### src/rtl/conv_pkg.sv
// ============================================================================
// Module : conv_pkg
// Brief  : Shared constants, FSM state type and parity helper for the
//          rate-1/2, K=4 convolutional encoder.
// Rev    : 1.0  initial release
// ============================================================================
`default_nettype none

package conv_pkg;

    localparam int K        = 4;
    localparam int M        = 3;
    localparam int TAIL_LEN = 3;
    localparam int CNT_W    = 8;

    localparam logic [K-1:0] G0_DEFAULT = 4'b1011;
    localparam logic [K-1:0] G1_DEFAULT = 4'b1111;

    typedef enum logic [1:0] {
        ST_IDLE = 2'd0,
        ST_DATA = 2'd1,
        ST_TAIL = 2'd2
    } conv_state_t;

    function automatic logic parity_bit(input logic [K-1:0] g, input logic [K-1:0] v);
        return ^(g & v);
    endfunction

endpackage

`default_nettype wire

### src/rtl/conv_parity.sv
// ============================================================================
// Module : conv_parity
// Brief  : Combinational code-bit generator; sym = {c0, c1} for {in_bit, state}.
// Rev    : 1.0  initial release
// ============================================================================
`default_nettype none

module conv_parity
    import conv_pkg::*;
#(
    parameter logic [K-1:0] G0 = G0_DEFAULT,
    parameter logic [K-1:0] G1 = G1_DEFAULT
) (
    input  logic         in_bit,
    input  logic [M-1:0] state,
    output logic [1:0]   sym
);

    logic [K-1:0] vec;

    assign vec = {in_bit, state};
    assign sym = {parity_bit(G0, vec), parity_bit(G1, vec)};

endmodule

`default_nettype wire

### src/rtl/conv_encoder.sv
// ============================================================================
// Module : conv_encoder
// Brief  : Framed rate-1/2 convolutional encoder with a one-slot registered
//          output stage. Define CONV_ENC_TAIL_EN for zero-tail termination.
// Rev    : 1.0  initial release
// ============================================================================
`default_nettype none

module conv_encoder
    import conv_pkg::*;
#(
    parameter int           FRAME_LEN = 8,
    parameter logic [K-1:0] G0        = G0_DEFAULT,
    parameter logic [K-1:0] G1        = G1_DEFAULT
) (
    input  logic         clk,
    input  logic         rst,
    input  logic         in_bit,
    input  logic         in_valid,
    output logic         in_ready,
    output logic [1:0]   enc_out,
    output logic         out_valid,
    input  logic         out_ready,
    output logic         out_last,
    output logic [M-1:0] enc_state,
    output logic         busy
);

    localparam logic [CNT_W-1:0] LAST_CNT = CNT_W'(FRAME_LEN - 1);

    conv_state_t      fsm;
    logic [M-1:0]     s;
    logic [CNT_W-1:0] bit_cnt;
    logic             slot_free;
    logic             accept;
    logic             tail_go;
    logic             load;
    logic             enc_bit;
    logic             last_data;
    logic [1:0]       sym;

    assign slot_free = !out_valid || out_ready;
    assign in_ready  = !rst && (fsm != ST_TAIL) && slot_free;
    assign accept    = in_valid && in_ready;
    assign tail_go   = (fsm == ST_TAIL) && slot_free;
    assign load      = accept || tail_go;
    // Tail insertion feeds zeros through the same parity path.
    assign enc_bit   = accept ? in_bit : 1'b0;
    assign last_data = accept && (bit_cnt == LAST_CNT);
    assign busy      = (fsm != ST_IDLE);
    assign enc_state = s;

    conv_parity #(
        .G0 (G0),
        .G1 (G1)
    ) u_parity (
        .in_bit (enc_bit),
        .state  (s),
        .sym    (sym)
    );

`ifdef CONV_ENC_TAIL_EN
    localparam logic [1:0] TAIL_LAST = 2'(TAIL_LEN - 1);
    logic [1:0] tail_cnt;

    always_ff @(posedge clk or posedge rst) begin
        if (rst) begin
            fsm       <= ST_IDLE;
            s         <= '0;
            bit_cnt   <= '0;
            tail_cnt  <= '0;
            enc_out   <= 2'b00;
            out_valid <= 1'b0;
            out_last  <= 1'b0;
        end else begin
            if (load) begin
                enc_out   <= sym;
                out_valid <= 1'b1;
                s         <= {enc_bit, s[M-1:1]};
                out_last  <= tail_go && (tail_cnt == TAIL_LAST);
            end else if (out_ready) begin
                out_valid <= 1'b0;
                out_last  <= 1'b0;
            end
            if (accept) begin
                bit_cnt <= bit_cnt + 1'b1;
                fsm     <= last_data ? ST_TAIL : ST_DATA;
            end
            // Three zero bits flush the register, so s is back at 000 on exit.
            if (tail_go) begin
                if (tail_cnt == TAIL_LAST) begin
                    fsm      <= ST_IDLE;
                    bit_cnt  <= '0;
                    tail_cnt <= '0;
                end else begin
                    tail_cnt <= tail_cnt + 1'b1;
                end
            end
        end
    end
`else
    always_ff @(posedge clk or posedge rst) begin
        if (rst) begin
            fsm       <= ST_IDLE;
            s         <= '0;
            bit_cnt   <= '0;
            enc_out   <= 2'b00;
            out_valid <= 1'b0;
            out_last  <= 1'b0;
        end else begin
            if (load) begin
                enc_out   <= sym;
                out_valid <= 1'b1;
                // Unterminated frames still start every frame from state 0.
                s         <= last_data ? '0 : {enc_bit, s[M-1:1]};
                out_last  <= last_data;
            end else if (out_ready) begin
                out_valid <= 1'b0;
                out_last  <= 1'b0;
            end
            if (accept) begin
                if (last_data) begin
                    fsm     <= ST_IDLE;
                    bit_cnt <= '0;
                end else begin
                    fsm     <= ST_DATA;
                    bit_cnt <= bit_cnt + 1'b1;
                end
            end
        end
    end
`endif

endmodule

`default_nettype wire
### config.mk
export PLATFORM = sky130hd
export DESIGN_NAME = conv_encoder
export DESIGN_NICKNAME = d
export VERILOG_FILES = /design/src/rtl/conv_pkg.sv /design/src/rtl/conv_parity.sv /design/src/rtl/conv_encoder.sv
export SDC_FILE = /design/constraint.sdc
export NUM_CORES = 1
export LEC_CHECK = 0
export ABC_AREA = 1
export CAP_MARGIN = 0
export CORE_MARGIN = 2
export CORE_UTILIZATION = 35
export CTS_BUF_LIST = sky130_fd_sc_hd__clkbuf_16
export CTS_CLUSTER_SIZE = 25
export DETAILED_ROUTE_END_ITERATION = 10
export HOLD_SLACK_MARGIN = 0.15
export SLEW_MARGIN = 20
export SYNTH_ARGS = -nofsm -noshare
export SYNTH_HDL_FRONTEND = slang
export SYNTH_SLANG_ARGS = --single-unit
### constraint.sdc
create_clock -name clk -period 1.5 [get_ports clk]
set_input_delay 0.45 -clock clk [delete_from_list [all_inputs] [get_ports clk]]
set_output_delay 0.45 -clock clk [all_outputs]
set_load 0.01 [all_outputs]
==> summary.md <==
| Metric | Value |
|---|---|
| Post-CTS Setup Inserts | `0` |
| Critical path buffer and inverter count | `1` |
| Starting Density | `0.379` |
| Chip width | `53.7 um` |
| Critical path launch point type | `register` |
| Power, Total | `1730 uW` |
| Crit-path cells | `dlygate4sd2_1` |
| Peak per-stage delay on the critical path | `410 ps` |
| Worst Clk Skew | `1.57 ps` |
| Synthesized area per cell | `7.99 um^2` |
| # rows | `17` |
| Synth Area in Compound Gates | `0.0493` |
| Synth cell count leaders | `33 x nand2_1, 16 x dfrtp_1, 12 x nand3_1, 9 x inv_1, 7 x nor2_1` |
| Power density over the cells | `1420 nW/um^2` |
| Largest family of logic cells by synthesized area | `simple AND/OR/NAND/NOR gates` |
| CTS Sinks | `16` |
| Worst setup EP type | `output port` |
| Global-route wire length before repair | `3370 um` |
| Post-synth ARST share | `1.00` |
| Post-synthesis cell area | `863 um^2` |
| Worst-path clk slew | `50 ps` |
| FILL cells | `219` |
| Max clock buf depth | `2` |
| Worst Tran Pin Value | `335 ps` |
| Share of the synthesized area in the top cell type | `0.464` |
| Post-Synth Simple-Gate Area | `0.355` |
| Die Footprint | `2880 um^2` |
| Sequential fraction of the synthesis area | `0.464` |
| Pleak | `0.000625 uW` |
| Synth cell types | `23` |
| Synthesis-stage register bit count | `16` |
| Antenna diodes | `0` |
| Max-Cap Viols | `0` |
| Slack of the critical path | `96.6 ps` |
| Ports | `14` |
| Top delay family on crit path | `flip-flops` |
| GRT Util Overall | `0.164` |
| Clk_lat worst skew | `240 ps` |
| Synth area leaders | `dfrtp_1 46%, nand2_1 14%, nand3_1 7.0%` |
| Syn nets | `114` |
| Reg area | `400 um^2` |
| CTS H-tree depth | `1` |
| Synth warn | `0` |
| Post-synthesis mux area share | `0` |
| VDD IR max | `0.000832 V` |
| Total grt overflow | `0` |
| Synth area leader | `dfrtp_1` |
| Max Freq | `713 MHz` |
| Fraction of synthesized cell area in xor and xnor cells | `0.0304` |
| Setup WS pre-CTS | `-567 ps` |
| Share of cells above drive strength 1 | `0.241` |
| Detailed-route wire length per cell | `11.2 um` |
| TritonCTS Buffers | `3` |
| Area taken by multi-input logic gates | `412 um^2` |
| Post-synthesis adder-cell area fraction | `0.0145` |
| Hold_ws | `481 ps` |
| Post-DP HPWL | `1450 um` |
| Crit Path Class | `reg2out` |
| Cts hold-fix bufs | `0` |
| Fin. max-slew vios | `0` |
| Core area | `2280 um^2` |
| TritonCTS clock tree | `yes` |
| Mapped Cells | `108` |
| Top FF cell, synth | `dfrtp_1` |
| Final setup fails | `0` |
| Post-DRT Antenna Nets | `0` |
| CP Max Fanout | `3` |
| Vias in the first global route | `794` |
| Initial detailed-routing violation count | `10` |
| Area grow syn2layout | `40.6%` |
| Post-synth EDFFs | `0` |
| Worst relative slew slack | `0.775` |
| Largest net degree at the start of global routing | `12` |
| Final hold vios | `0` |
| PortBufs | `13` |
| Final Cycle Share | `0.936` |
| Die Height | `53.7 um` |
| Routed Wire Length | `1850 um` |
| RSZ-0062 raised after global routing | `no` |
| Worst endpoint required time | `1050 ps` |
| DR vias | `786` |
| GP Congestion | `0.792` |
| HP Class | `reg2reg` |
| Minimum clock period | `1400 ps` |
| 1st-pass router iterations | `4` |
| Root buf cell | `clkbuf_16` |
| Final #Nets | `144` |
| Worst path arrival time | `950 ps` |
| DRC Markers | `0` |
| Vias per cell | `4.76` |
| Crit path max-delay cell type | `dfrtp_1` |
| Status | `complete, no violations` |
| Cell with the most instances after synthesis | `nand2_1` |
| Initial antenna violation count | `0` |
sequential cells by signal (all words and copies together) (netlist names):
signal / cells
bit_cnt: 8
enc_out: 2
enc_state: 3
fsm: 1
out_last: 1
out_valid: 1
per-stage QoR:
step                instance area, um^2  TNS [ps]   util  std cells
floorplan                           863         0      -        108
global placement                   1110     -3960  0.490        161
global route                       1210         0  0.533        165
CTS                                1210         0  0.532        165
finish                             1210         0  0.533        165
detailed placement                 1110     -4320  0.490        161
path summary, 6_finish.rpt:
check | start | endpoint | slack [ps] | cells after the start
max | out_valid | out_valid | 100 | 1
min | fsm[0] | fsm[0] | 480 | 1
max reg2reg | bit_cnt[1] | enc_state[2] | 230 | 6
min reg2reg | fsm[0] | fsm[0] | 480 | 1
max in group asynchronous | rst | enc_state[2] | 780 | 5
min in group asynchronous | rst | out_valid | 500 | 4
worst register-to-register path, stage by stage, from the launching register on:
cell     delay [ps]
dfrtp_1         370
ha_1            210
nand2_1          80
nor3_2          180
nand3_4         150
nand2_1         100
o21ai_1          60
kinds of logic (layout without fill, tap and decap cells):
logic type | count (synthesis) | in the layout
simple gates | 63 | 63
buf+inv | 17 | 46
flops | 16 | 16
compound gates | 8 | 8
xor+xnor | 3 | 3
fa+ha+maj | 1 | 1
layout by cell type, fill, tap and decap left out:
cell and instances:
nor2_1 6, nand4_1 3, nor2_2 2, nor3_2 2, o21ai_1 5, nand2_4 1
dlygate4sd2_1 10, buf_6 3, inv_4 1, buf_4 11, o21ai_2 1, inv_2 4
o21a_1 1, xnor2_1 2, xor2_1 1, a21oi_1 1, nand3_1 11, nand3_2 1
nand3_4 2, buf_2 1, clkinv_1 2, inv_1 9, clkdlybuf4s50_1 2, ha_1 1
dfrtp_1 16, clkbuf_16 3, nor3_1 1, nor3b_2 1, nand2_1 33
what timing repair did:
item	4_1_cts	5_1_grt
resized for setup	22	1
pin swaps	0	0
endpoints found under the setup margin	18	1
gates cloned	0	0
power by group:
group | switching [uW] | total, uW | internal [uW]
Clock | 168 | 522 | 354
Sequential | 119 | 676 | 557
Combinational | 291 | 529 | 238
metal layers:
metal | up-vias | share of wire | global-route usage | wire length (um)
li1 | 402 | - | - | -
met1 | 366 | 0.46 | 0.203 | 844
met2 | 13 | 0.49 | 0.268 | 909
met3 | 5 | 0.028 | 0.0417 | 51
met4 | 0 | 0.021 | 0.0684 | 39
met5 | - | 0 | 0 | 0
cell type report:
| cell class | count | share of cell area |
|---|---|---|
| Tap cell | 28 | 0.0289 |
| Multi-Input combinational cell | 75 | 0.339 |
| Clock buffer | 3 | 0.0619 |
| Clock inverter | 1 | 0.00309 |
| Sequential cell | 16 | 0.330 |
| Inverter | 15 | 0.0485 |
| Timing Repair Buffer | 27 | 0.189 |
Power figures use the tool's default switching activity.
==> edit 1, RTL diff (same settings) <==
`CNT_W`: 8 -> 6.
--- a/src/rtl/conv_pkg.sv
+++ b/src/rtl/conv_pkg.sv
@@ -11,7 +11,7 @@
     localparam int K        = 4;
     localparam int M        = 3;
     localparam int TAIL_LEN = 3;
-    localparam int CNT_W    = 8;
+    localparam int CNT_W    = 6;
 
     localparam logic [K-1:0] G0_DEFAULT = 4'b1011;
     localparam logic [K-1:0] G1_DEFAULT = 4'b1111;
Function: same outputs for any inputs over 10 cycles, from zero or initial values and one cycle with rst high; that may be too few to reach the edited logic, so the function may still have changed.
==> edit 1 against the original RTL <==
  * Worst setup slack got worse by 0.065 ns
  * Hold slack got worse by 0.011 ns
  * Sequential cell count fell by 2
  * Synthesized area fell by 21%
  * Die area fell by 19%
  * Utilization rose by 2.2 points
  * Count of clock-buffer cells in the layout did not move
  * Wire length fell by 31%
  * Critical path depth rose by 1
  * Largest cell class is now registers
  * Final area fell by 18%
  * Power fell by 13%
==> edit 1: results (changes against the original RTL) <==
Pleak=0.508 nW (was 0.625 nW); first drt pass iteration count=4 (unchanged); max reg flops=6 (was 8); met3 Use GR=4.44% (was 4.17%); Yosys cell types=22 (was 23); Hold Path Cell Cnt=1 (unchanged); routability cong.=0.780 (was 0.792); cts repair resizes=15 (was 22); DRT met1 WL=637 um (was 844 um); synth warn=0 (unchanged); met2 routed WL=546 um (was 909 um); total CTS buffers=3 (unchanged); Iteration-0 DRC Markers=7 (was 10); WL final=1270 um (was 1850 um); sequential area share after synthesis=51.2% (was 46.4%); Post-Synth XOR/XNOR Area=7.50% (was 3.04%); ranking of synthesized cells by area=dfrtp_1, nand2_1, nand3_2 (was dfrtp_1, nand2_1, nand3_1); via count=551 (was 786); crit path max fanout=2 (was 3); Compound-Gate Fraction of Synth Area=4.75% (was 4.93%); largest net degree at the start of global routing=9 (was 12); # Post-CTS Setup Buffers=0 (unchanged); initial antenna violation count=0 (unchanged); core area=0.00178 mm2 (was 0.00228 mm2); Worst EP arrival=1.02 ns (was 0.95 ns); Net Sw Frac=29.8% (was 33.5%); first-pass GRT wire length=2300 um (was 3370 um); Net Count, Synth=77 (was 114); ys async rst share=100% (unchanged); GR Util met1=19.9% (was 20.3%); Yosys top cell area share=51.2% (was 46.4%); status=finished, final reports clean (unchanged); routed wl met3=59 um (was 51 um); global router's overall resource usage=14.9% (was 16.4%); multiplexer share of the synthesized area=0% (unchanged); post-DP HPWL=983 um (was 1450 um); fraction of layout cells with a size suffix above 1=31.6% (was 24.1%); Setup Skew=0.000523 ns (was 0.00157 ns); maximum VDD drop=0.000961 V (was 0.000832 V); via count of the first global-routing pass=539 (was 794); R2R cell count=7 (was 6); top post-synthesis cells by count=nand2_1, dfrtp_1, nand3_1 (unchanged); nets=106 (was 144); adder-cell area share of the yosys netlist=1.83% (was 1.45%); routing usage on met2=21.6% (was 26.8%); worst-margin pin slew=0.184 ns (was 0.335 ns); CTS max path bufs=2 (unchanged)
[edit 1: final timing paths]
path / slack (ns) / start / to
max: 0.03 / out_valid / out_valid
min: 0.47 / bit_cnt[5] / bit_cnt[5]
max reg2reg: 0.35 / enc_state[1] / enc_out[0]
min reg2reg: 0.47 / bit_cnt[5] / bit_cnt[5]
max in group asynchronous: 0.85 / rst / bit_cnt[1]
min in group asynchronous: 0.52 / rst / enc_state[2]
[edit 1: power by group through the flow]
| stage | registers, mW | logic [mW] | clock network, mW |
|---|---|---|---|
| after floorplan | 0.602 | 0.256 | 0 |
| after global placement | 0.574 | 0.489 | 0 |
| final | 0.570 | 0.458 | 0.481 |
| after detailed placement | 0.576 | 0.494 | 0 |
| after CTS | 0.571 | 0.459 | 0.489 |
| after global routing | 0.588 | 0.512 | 0.512 |
[edit 1: critical path, cell delays in order, from the launching register on]
cell	delay (ns)
dfrtp_1	0.37
buf_4	0.14
dlygate4sd2_1	0.27
[edit 1: final cells by class]
| type | instances | area, um2 |
|---|---|---|
| Inverter | 8 | 35.0 |
| Fill cell | 167 | 793 |
| Timing Repair Buffer | 25 | 203 |
| Clock buffer | 3 | 75.1 |
| Tap cell | 25 | 31.3 |
| Multi-Input combinational cell | 48 | 295 |
| Sequential cell | 14 | 350 |
[edit 1: through the flow]
stage	setup slack, ns	std cells	power, mW	util, %	instance area, um2
2_1_floorplan	0.261	71	0.858	-	684
3_3_place_gp	-0.552	119	1.06	51.6	921
3_5_place_dp	-0.590	119	1.07	51.6	921
4_1_cts	0.00349	122	1.52	55.1	982
5_1_grt	0.00273	123	1.61	55.5	990
6_report	0.0314	123	1.51	55.5	990
==> edit 2, RTL diff (config.mk and constraints unchanged) <==
Made on the original files. One comparison of `bit_cnt` changes from == to >=.
--- a/src/rtl/conv_encoder.sv
+++ b/src/rtl/conv_encoder.sv
@@ -46,7 +46,7 @@
     assign load      = accept || tail_go;
     // Tail insertion feeds zeros through the same parity path.
     assign enc_bit   = accept ? in_bit : 1'b0;
-    assign last_data = accept && (bit_cnt == LAST_CNT);
+    assign last_data = accept && (bit_cnt >= LAST_CNT);
     assign busy      = (fsm != ST_IDLE);
     assign enc_state = s;
 
Check against the original RTL: same outputs for any inputs over 10 cycles, from zero or initial values and one cycle with rst high; that may be too few to reach the edited logic, so the function may still have changed.
==> edit 2 against the original RTL <==
  * Die area down 13%
  * Power decreased by 6.5%
  * Largest cell class is now registers
  * Final cell count decreased by 18%
  * Worst setup slack lost 0.028 ns
  * Sequential cell count stayed put
  * Largest power group unchanged
  * Final area is 11% lower
  * Combinational power shrank 6.8%
  * Maximum frequency decreased by 2.0%
  * Hold slack lost 0.019 ns
  * Clock power shrank 0.8%
  * Synthesized area shrank 14%
  * Synthesized cell count decreased by 28%
  * Wire length down 24%
==> edit 2: results (changes against the original RTL) <==
Net Count, Synth=84 (was 114); crit path max fanout=2 (was 3); Setup Skew=0.00214 ns (was 0.00157 ns); nets=116 (was 144); ys async rst share=100% (unchanged); fraction of layout cells with a size suffix above 1=28.4% (was 24.1%); Max H-tree Level=1 (unchanged); worst skew pair latency=0.25 ns; total CTS buffers=3 (unchanged); global router's overall resource usage=14.8% (was 16.4%); met2 routed WL=682 um (was 909 um); routing usage on met2=24.1% (was 26.8%); status=finished, final reports clean (unchanged); ranking of synthesized cells by area=dfrtp_1, nand2_1, nand3_1 (unchanged); via count of the first global-routing pass=678 (was 794); routed wl met3=67 um (was 51 um); Top reg by flops=bit_cnt (unchanged); hold path start=bit_cnt[4] (was fsm[0]); Root Buffer=clkbuf_16 (unchanged); routability cong.=0.787 (was 0.792); Worst path slowest cell=dfrtp_1 (unchanged); Yosys cell types=20 (was 23); R2R Setup Slk=0.15 ns (was 0.23 ns); largest net degree at the start of global routing=11 (was 12); met3 Use GR=4.46% (was 4.17%); post-DP HPWL=1100 um (was 1450 um); sequential area share after synthesis=53.7% (was 46.4%); min-delay worst type=flop to flop (unchanged); top post-synthesis cells by count=nand2_1, dfrtp_1, inv_1 (was nand2_1, dfrtp_1, nand3_1); DR top layer=met4 (unchanged); reg2reg end=out_last (was enc_state[2]); Hold Crit Endpoint=bit_cnt[4] (was fsm[0]); max reg flops=8 (unchanged); Critical path destination=out_valid (unchanged); Critical Path Max Stage Delay=0.37 ns (was 0.41 ns); filler instances=189 (was 219); Hold Path Cell Cnt=2 (was 1); n_diodes=0 (unchanged); initial antenna violation count=0 (unchanged); Worst EP arrival=0.98 ns (was 0.95 ns); synth warn=0 (unchanged); Pleak=0.607 nW (was 0.625 nW); Post-DP Area=0.00101 mm2 (was 0.00111 mm2); Via density=4.43 (was 4.76); CTS max path bufs=2 (unchanged); WL final=1410 um (was 1850 um); first-pass GRT wire length=2750 um (was 3370 um); first drt pass iteration count=4 (unchanged); dpl ws=-0.591 ns (was -0.567 ns); worst-margin pin slew=0.188 ns (was 0.335 ns); WHS=0.462 ns (was 0.481 ns); Iteration-0 DRC Markers=15 (was 10); DRT met1 WL=613 um (was 844 um); Worst setup startpoint=out_valid (unchanged); internal power=1.13 mW (was 1.15 mW); Most used DFF post-synth=dfrtp_1 (unchanged); GR Util met1=16.4% (was 20.3%); Final Cycle Share=95.5% (was 93.6%); worst reg2reg startpoint=bit_cnt[0] (was bit_cnt[1]); maximum VDD drop=0.000872 V (was 0.000832 V)
edit 2: cell count changes in the layout (fill, tap and decap cells not counted), moves of 3 or more:
cell     before  now
nand2_1      33   20
o21ai_1       5    0
buf_4        11   15
buf_6         3    0
nand3_1      11    8
edit 2: power by group through the flow:
stage | clock [mW] | combinational, mW | sequential, mW
after floorplan | 0 | 0.256 | 0.646
after global placement | 0 | 0.532 | 0.611
after detailed placement | 0 | 0.540 | 0.614
after CTS | 0.529 | 0.498 | 0.605
after global routing | 0.548 | 0.560 | 0.618
final | 0.518 | 0.493 | 0.604
edit 2: per-stage QoR:
stage | instances | power (mW) | TNS [ns] | util [%]
after floorplan | 78 | 0.902 | 0 | -
after detailed placement | 132 | 1.15 | -3.97 | 51.2
after global placement | 132 | 1.14 | -3.79 | 51.2
after global routing | 136 | 1.73 | 0 | 54.4
final | 136 | 1.61 | 0 | 54.4
after CTS | 136 | 1.63 | 0 | 54.3
edit 2: cell type report:
cell class | instances | area (um2) | share of cell area (%)
sequential | 16 | 400 | 37.2
multi-input combinational | 48 | 287 | 26.6
timing repair buffer | 28 | 226 | 21.0
clock buffer | 3 | 75.1 | 6.97
inverter | 13 | 51.3 | 4.76
tap | 27 | 33.8 | 3.14
clock inverter | 1 | 3.75 | 0.348
edit 2: critical path, delay by kind of cell, from the launching register on:
family | cells | cell delay [ns]
flops | 1 | 0.37
buf+inv | 2 | 0.36
edit 2: what timing repair did:
item	4_1_cts	5_1_grt
resized for setup	14	1
endpoints found under the hold margin	0	0
endpoints found under the setup margin	10	1
gates cloned	0	0
pin swaps	3	0
edit 2: logic make-up after synthesis:
family | Yosys count | synth area share (%)
flops | 16 | 53.7
xor+xnor | 1 | 2.18
fa+ha+maj | 1 | 1.68
simple gates | 38 | 26.7
compound gates | 8 | 7.89
buf+inv | 14 | 7.89
